[src/rtl/binary_onehot_pkg.sv]
// rtl/binary_onehot_pkg.sv - shared constants and one-hot helper functions
package binary_onehot_pkg;

  localparam int DEFAULT_WIDTH = 4;
  // Widest one-hot vector the helpers handle; callers cast to their own width.
  localparam int MAX_OUT_W     = 256;

  function automatic logic [MAX_OUT_W-1:0] onehot_f(input logic [31:0] bin,
                                                    input int unsigned out_width);
    logic [MAX_OUT_W-1:0] result;
    result = '0;
    if (bin < out_width) begin
      result[bin[7:0]] = 1'b1;
    end
    return result;
  endfunction

  function automatic logic is_onehot_f(input logic [MAX_OUT_W-1:0] vec);
    return (vec != '0) && ((vec & (vec - 1'b1)) == '0);
  endfunction

endpackage

[src/rtl/onehot_to_binary.sv]
// rtl/onehot_to_binary.sv - priority-free OR-tree one-hot to binary encoder
module onehot_to_binary #(
  parameter int IN_W  = 16,
  parameter int OUT_W = 4
)(
  input  logic [IN_W-1:0]  vec_i,
  output logic [OUT_W-1:0] idx_o,
  output logic             valid_o
);

  // Each index bit ORs every input position whose index has that bit set.
  always_comb begin
    idx_o = '0;
    for (int i = 0; i < IN_W; i++) begin
      for (int b = 0; b < OUT_W; b++) begin
        if (((i >> b) & 1) == 1) begin
          idx_o[b] = idx_o[b] | vec_i[i];
        end
      end
    end
    valid_o = |vec_i;
  end

endmodule

[src/rtl/binary_onehot_encoder.sv]
// rtl/binary_onehot_encoder.sv - registered binary to one-hot encoder
// Optional self-checker enabled by BINARY_ONEHOT_ENCODER_CHECK_EN.
module binary_onehot_encoder
  import binary_onehot_pkg::*;
#(
  parameter int WIDTH     = DEFAULT_WIDTH,
  parameter int OUT_WIDTH = 2**WIDTH
)(
  input  logic                 clk,
  input  logic                 rst_n,
  input  logic                 in_valid,
  input  logic [WIDTH-1:0]     in_bin,
  output logic                 out_valid,
  output logic [OUT_WIDTH-1:0] out_onehot,
  output logic                 out_range,
  output logic                 chk_err
);

  logic                 out_valid_q,  out_valid_d;
  logic [OUT_WIDTH-1:0] out_onehot_q, out_onehot_d;
  logic                 out_range_q,  out_range_d;

  always_comb begin
    out_valid_d  = 1'b0;
    out_onehot_d = out_onehot_q;
    out_range_d  = out_range_q;
    if (in_valid) begin
      out_valid_d  = 1'b1;
      out_onehot_d = OUT_WIDTH'(onehot_f(32'(in_bin), OUT_WIDTH));
      out_range_d  = 32'(in_bin) >= 32'(OUT_WIDTH);
    end
  end

  always_ff @(posedge clk) begin
    if (!rst_n) begin
      out_valid_q  <= 1'b0;
      out_onehot_q <= '0;
      out_range_q  <= 1'b0;
    end else begin
      out_valid_q  <= out_valid_d;
      out_onehot_q <= out_onehot_d;
      out_range_q  <= out_range_d;
    end
  end

  assign out_valid  = out_valid_q;
  assign out_onehot = out_onehot_q;
  assign out_range  = out_range_q;

`ifdef BINARY_ONEHOT_ENCODER_CHECK_EN
  logic [WIDTH-1:0] bin_q, bin_d;
  logic [WIDTH-1:0] dec_idx;
  logic             dec_valid;
  logic             chk_err_q, chk_err_d;

  onehot_to_binary #(
    .IN_W  (OUT_WIDTH),
    .OUT_W (WIDTH)
  ) u_dec (
    .vec_i   (out_onehot_q),
    .idx_o   (dec_idx),
    .valid_o (dec_valid)
  );

  // bin_q tracks the index behind the result currently held on the outputs.
  always_comb begin
    bin_d     = in_valid ? in_bin : bin_q;
    chk_err_d = chk_err_q;
    if (out_valid_q && !out_range_q) begin
      if (!is_onehot_f(MAX_OUT_W'(out_onehot_q)) || !dec_valid || (dec_idx != bin_q)) begin
        chk_err_d = 1'b1;
      end
    end
  end

  always_ff @(posedge clk) begin
    if (!rst_n) begin
      bin_q     <= '0;
      chk_err_q <= 1'b0;
    end else begin
      bin_q     <= bin_d;
      chk_err_q <= chk_err_d;
    end
  end

  assign chk_err = chk_err_q;
`else
  assign chk_err = 1'b0;
`endif

endmodule

[config.mk]
export PLATFORM = sky130hd
export DESIGN_NAME = binary_onehot_encoder
export DESIGN_NICKNAME = d
export VERILOG_FILES = /design/src/rtl/binary_onehot_pkg.sv /design/src/rtl/onehot_to_binary.sv /design/src/rtl/binary_onehot_encoder.sv
export SDC_FILE = /design/constraint.sdc
export NUM_CORES = 1
export LEC_CHECK = 0
export ABC_CLOCK_PERIOD_IN_PS = 2700
export CORE_AREA = 2 2 42 44
export CTS_BUF_LIST = sky130_fd_sc_hd__clkbuf_16
export CTS_CLUSTER_SIZE = 16
export DETAILED_ROUTE_END_ITERATION = 8
export DIE_AREA = 0 0 44 46
export GPL_TIMING_DRIVEN = 0
export PLACE_DENSITY_LB_ADDON = 0.12
export SYNTH_ARGS = -nofsm -noshare
export SYNTH_HDL_FRONTEND = slang
export SYNTH_SLANG_ARGS = --single-unit
[constraint.sdc]
create_clock -name clk -period 2.7 [get_ports clk]
set_clock_uncertainty 0.05 [all_clocks]
set_input_delay 0.405 -clock clk [delete_from_list [all_inputs] [get_ports clk]]
set_output_delay 0.405 -clock clk [all_outputs]
set_load 0.005 [all_outputs]
Word level (Yosys, flattened, before mapping)
Cells that the tools add are included.

cells by class
  magnitude comparators = 2
  multiplexer cells = 3
  reduce and logical (&&, ||, !) cells = 1

operators by type and width
  operator                                                               count
  4-bit by 9-bit < comparator with 1-bit output, second input constant   1
  1-bit demux with 4-bit select                                          1
  4-bit by 1-bit >= comparator with 1-bit output, second input constant  1
  1-bit two-way mux                                                      2
  1-bit logical AND                                                      1

storage, ports and cells
  register bits after elaboration = 17
  input port bits = 7
  output and inout bits = 19
  word-level logic and storage cells = 8

Depth between registers and ports, before layout
  word-level depth = 4
  mapped depth = 5
  gate-level depth less buffers = 2

Worst setup path after synthesis
Ideal clock, no wire load.

  path type = input to register
  start = input port rst_n
  end = register out_onehot_q[10] (netlist: out_onehot[10])
  setup time = 119 ps
  arrival = 1000 ps
  slack = 1531 ps
  stages = 5
  path through = buf_6 nor2b_4 buf_6 buf_4 o2bb2ai_1

RTL lines
  element               line                         source
  start, declared       binary_onehot_encoder.sv:10  input logic rst_n,
  end signal, assigned  binary_onehot_encoder.sv:41  out_onehot_q <= out_onehot_d;
  end, declared         binary_onehot_encoder.sv:20  logic [OUT_WIDTH-1:0] out_onehot_q, out_onehot_d;

Worst setup path in the final report
  start = register out_onehot_q[2] (netlist: out_onehot[2])
  end = output port out_onehot[2]

RTL lines
  element        line                         source
  end, declared  binary_onehot_encoder.sv:14  output logic [OUT_WIDTH-1:0] out_onehot,

No word-level cell between the ends.

==> results.yml <==
detailed_routing:
  routedWlPerCell_um: 13.0
  drt-vias-per-instance: 5.03
  vias: 488
  drt_first_iter_violations: 4
  route.detailed.drc: 0
  dr.pass1.iters: 3
  wirelength_mm: 1.26
  ant_nets: 0
synth:
  synth_edf_count: 0
  synth-seq-area-share_pct: 52.4
  netlist_top_cells_area: "dfxtp_1 52%, o2bb2ai_1 16%, a22o_1 5.4%, nand3b_1 4.6%, buf_4 3.5%"
  ys_types: 15
  avgSynthCellArea_um2: 12.3
  yosysMostFrequentCell: "dfxtp_1"
  async_flop_share_pct: 0
  synth-main-ff-cell: "dfxtp_1"
  yosys-top-cells-count: "17 x dfxtp_1, 12 x o2bb2ai_1, 4 x a22o_1, 4 x nand3b_1, 3 x buf_4"
  ys_seq_elements: 17
  yosysTopAreaCell: "dfxtp_1"
  synth_top_area_share_pct: 52.4
  synth_area_um2: 649
  yosysWarnings: 0
  synth_cells: 53
sta:
  finalSetupTns_ps: 0
  rsz0062_at_grt: "no"
  drv_slew: 0
  fin_hold_ws_ps: 376
  setup_ws_ps: 1160
  hold_viol: 0
  setup_violations: 0
  max_freq_mhz: 651
  post-route-period-util_pct: 56.9
  final.min_clock_period_ps: 1540
die:
  die_h_um: 46
  start_util_pct: 40.2
  ioPinCount: 26
  dieArea_um2: 2020
  num_rows: 15
  chipWidth_um: 44
  coreArea_um2: 1610
critical_path:
  ff2ff_path_depth: 1
  cp.arrival_ps: 1080
  r2r_slack_ps: 2030
  critPathBufInv: 1
  critical_path_depth: 1
  path_delay_family: "buffers and inverters"
  cpMaxStageDelayCell: "clkdlybuf4s50_1"
  cp_slowest_stage_delay_ps: 510
  worstPathCellList: "clkdlybuf4s50_1"
  critPathLaunchType: "flip-flop"
  timing_worst_setup_path_type: "reg -> out"
  crit_path_end_kind: "output port"
  cp_max_fo: 2
  required_ps: 2250
hold_path:
  hold_depth: 2
  worstHoldPathType: "in -> reg"
power:
  switching_share_pct: 19.0
  vdd_drop_max_v: 0.000412
  pwr-share-seq_pct: 43.4
  power.density_nw_per_um2: 609
  power.share.clock_pct: 48.4
  power_leakage_nw: 0.361
  intPower_w: 0.000481
  finalPower_w: 0.000594
  p_sw_w: 0.000112
  power_frac_comb_pct: 8.2
clocking:
  cts-resized-gates: 0
  cts_tree: "yes"
  h-tree-depth: 1
  insertion_delay_ps: 240
  clk_pin_slew_ps: 50
  cts.sinks: 17
  clockBufferDepth: 2
  post_cts_buffers: 0
  cts-buffers-inserted: 3
  cts_hold_buf: 0
  cts-root-buf: "clkbuf_16"
placement:
  preCtsSetupSlack_ps: 1040
  hpwlAfterDp_um: 872
  io_buffer_count: 22
  gp_congestion: 0.681
grt:
  grt_pass1_wl_mm: 2.05
  grtUsageTotal_pct: 14.4
  grt_max_degree: 11
  grt_overflow: 0
  grt_antenna_before_repair: 0
  grt_pass1_vias: 439
final_layout:
  syn_to_final_growth_pct: 50.1
  fill_cells: 136
  regArea_um2: 340
  diodes: 0
  final_nets: 88
  drive_gt1_share_pct: 20.0
  fin_util_pct: 60.4
  multi_input_area_um2: 268
flow_run:
  maxCapViolations: 0
run_status:
  status: "complete, no violations"
## cell usage in the layout (no fill, tap or decap), drive strengths merged
| master | n |
|---|---|
| o2bb2ai | 12 |
| and3 | 1 |
| and3b | 2 |
| conb | 2 |
| nor3b | 2 |
| and2 | 1 |
| buf | 5 |
| a22o | 4 |
| nor2b | 1 |
| clkbuf | 3 |
| nand3b | 4 |
| clkinv | 1 |
| clkdlybuf4s50 | 22 |
| or3b | 1 |
| dfxtp | 17 |
| nand3 | 2 |
## cells by family after synthesis
| logic type | after synthesis | share of synthesized area [%] |
|---|---|---|
| and+or+nand+nor | 14 | 18.5 |
| buffers and inverters | 5 | 6.94 |
| DFF | 17 | 52.4 |
| other | 1 | 0.577 |
| AOI/OAI and AO/OA | 16 | 21.6 |
## flip-flops by register name, summed over array words and instances, names as in the netlist
| name | cells |
|---|---|
| out_onehot | 16 |
| out_valid | 1 |
## through the flow
stage | std cells | cell area [µm²]
3_3_place_gp | 93 | 895
5_1_grt | 97 | 975
4_1_cts | 97 | 975
6_report | 97 | 975
3_5_place_dp | 93 | 895
2_1_floorplan | 54 | 653
## metal layers
| metal | vias up | part of all wire (%) | GRT usage, % |
|---|---|---|---|
| met3 | 2 | 5.9 | 3.97 |
| met2 | 15 | 45 | 22.4 |
| met5 | - | 0 | 0 |
| met1 | 221 | 47 | 17.6 |
| li1 | 250 | - | - |
| met4 | 0 | 1.7 | 9.09 |
## power groups by stage
stage / Combinational (W) / Sequential [W] / Clock, W
3_3_place_gp: 0.0000484 / 0.000263 / 0
6_report: 0.0000485 / 0.000257 / 0.000288
4_1_cts: 0.0000490 / 0.000257 / 0.000296
2_1_floorplan: 0.0000240 / 0.000263 / 0
3_5_place_dp: 0.0000486 / 0.000263 / 0
5_1_grt: 0.0000531 / 0.000258 / 0.000307
## final timing paths
check,from,end
worst max-delay path,out_onehot[2]$_SDFFE_PN0P_,out_onehot[2]
worst min-delay path,rst_n,out_valid$_SDFF_PN0_
worst max register to register,out_onehot[12]$_SDFFE_PN0P_,out_onehot[12]$_SDFFE_PN0P_
worst min register to register,out_onehot[10]$_SDFFE_PN0P_,out_onehot[10]$_SDFFE_PN0P_
## layout make-up
class | count | share of cell area (%)
plain buffers | 5 | 4.62
clock buffers | 3 | 7.70
clock inverters | 1 | 0.513
multi-input cells | 32 | 27.5
flip-flops and latches | 17 | 34.9
well taps | 17 | 2.18
repair buffers | 22 | 22.6
(Power assumes the default switching activity.)
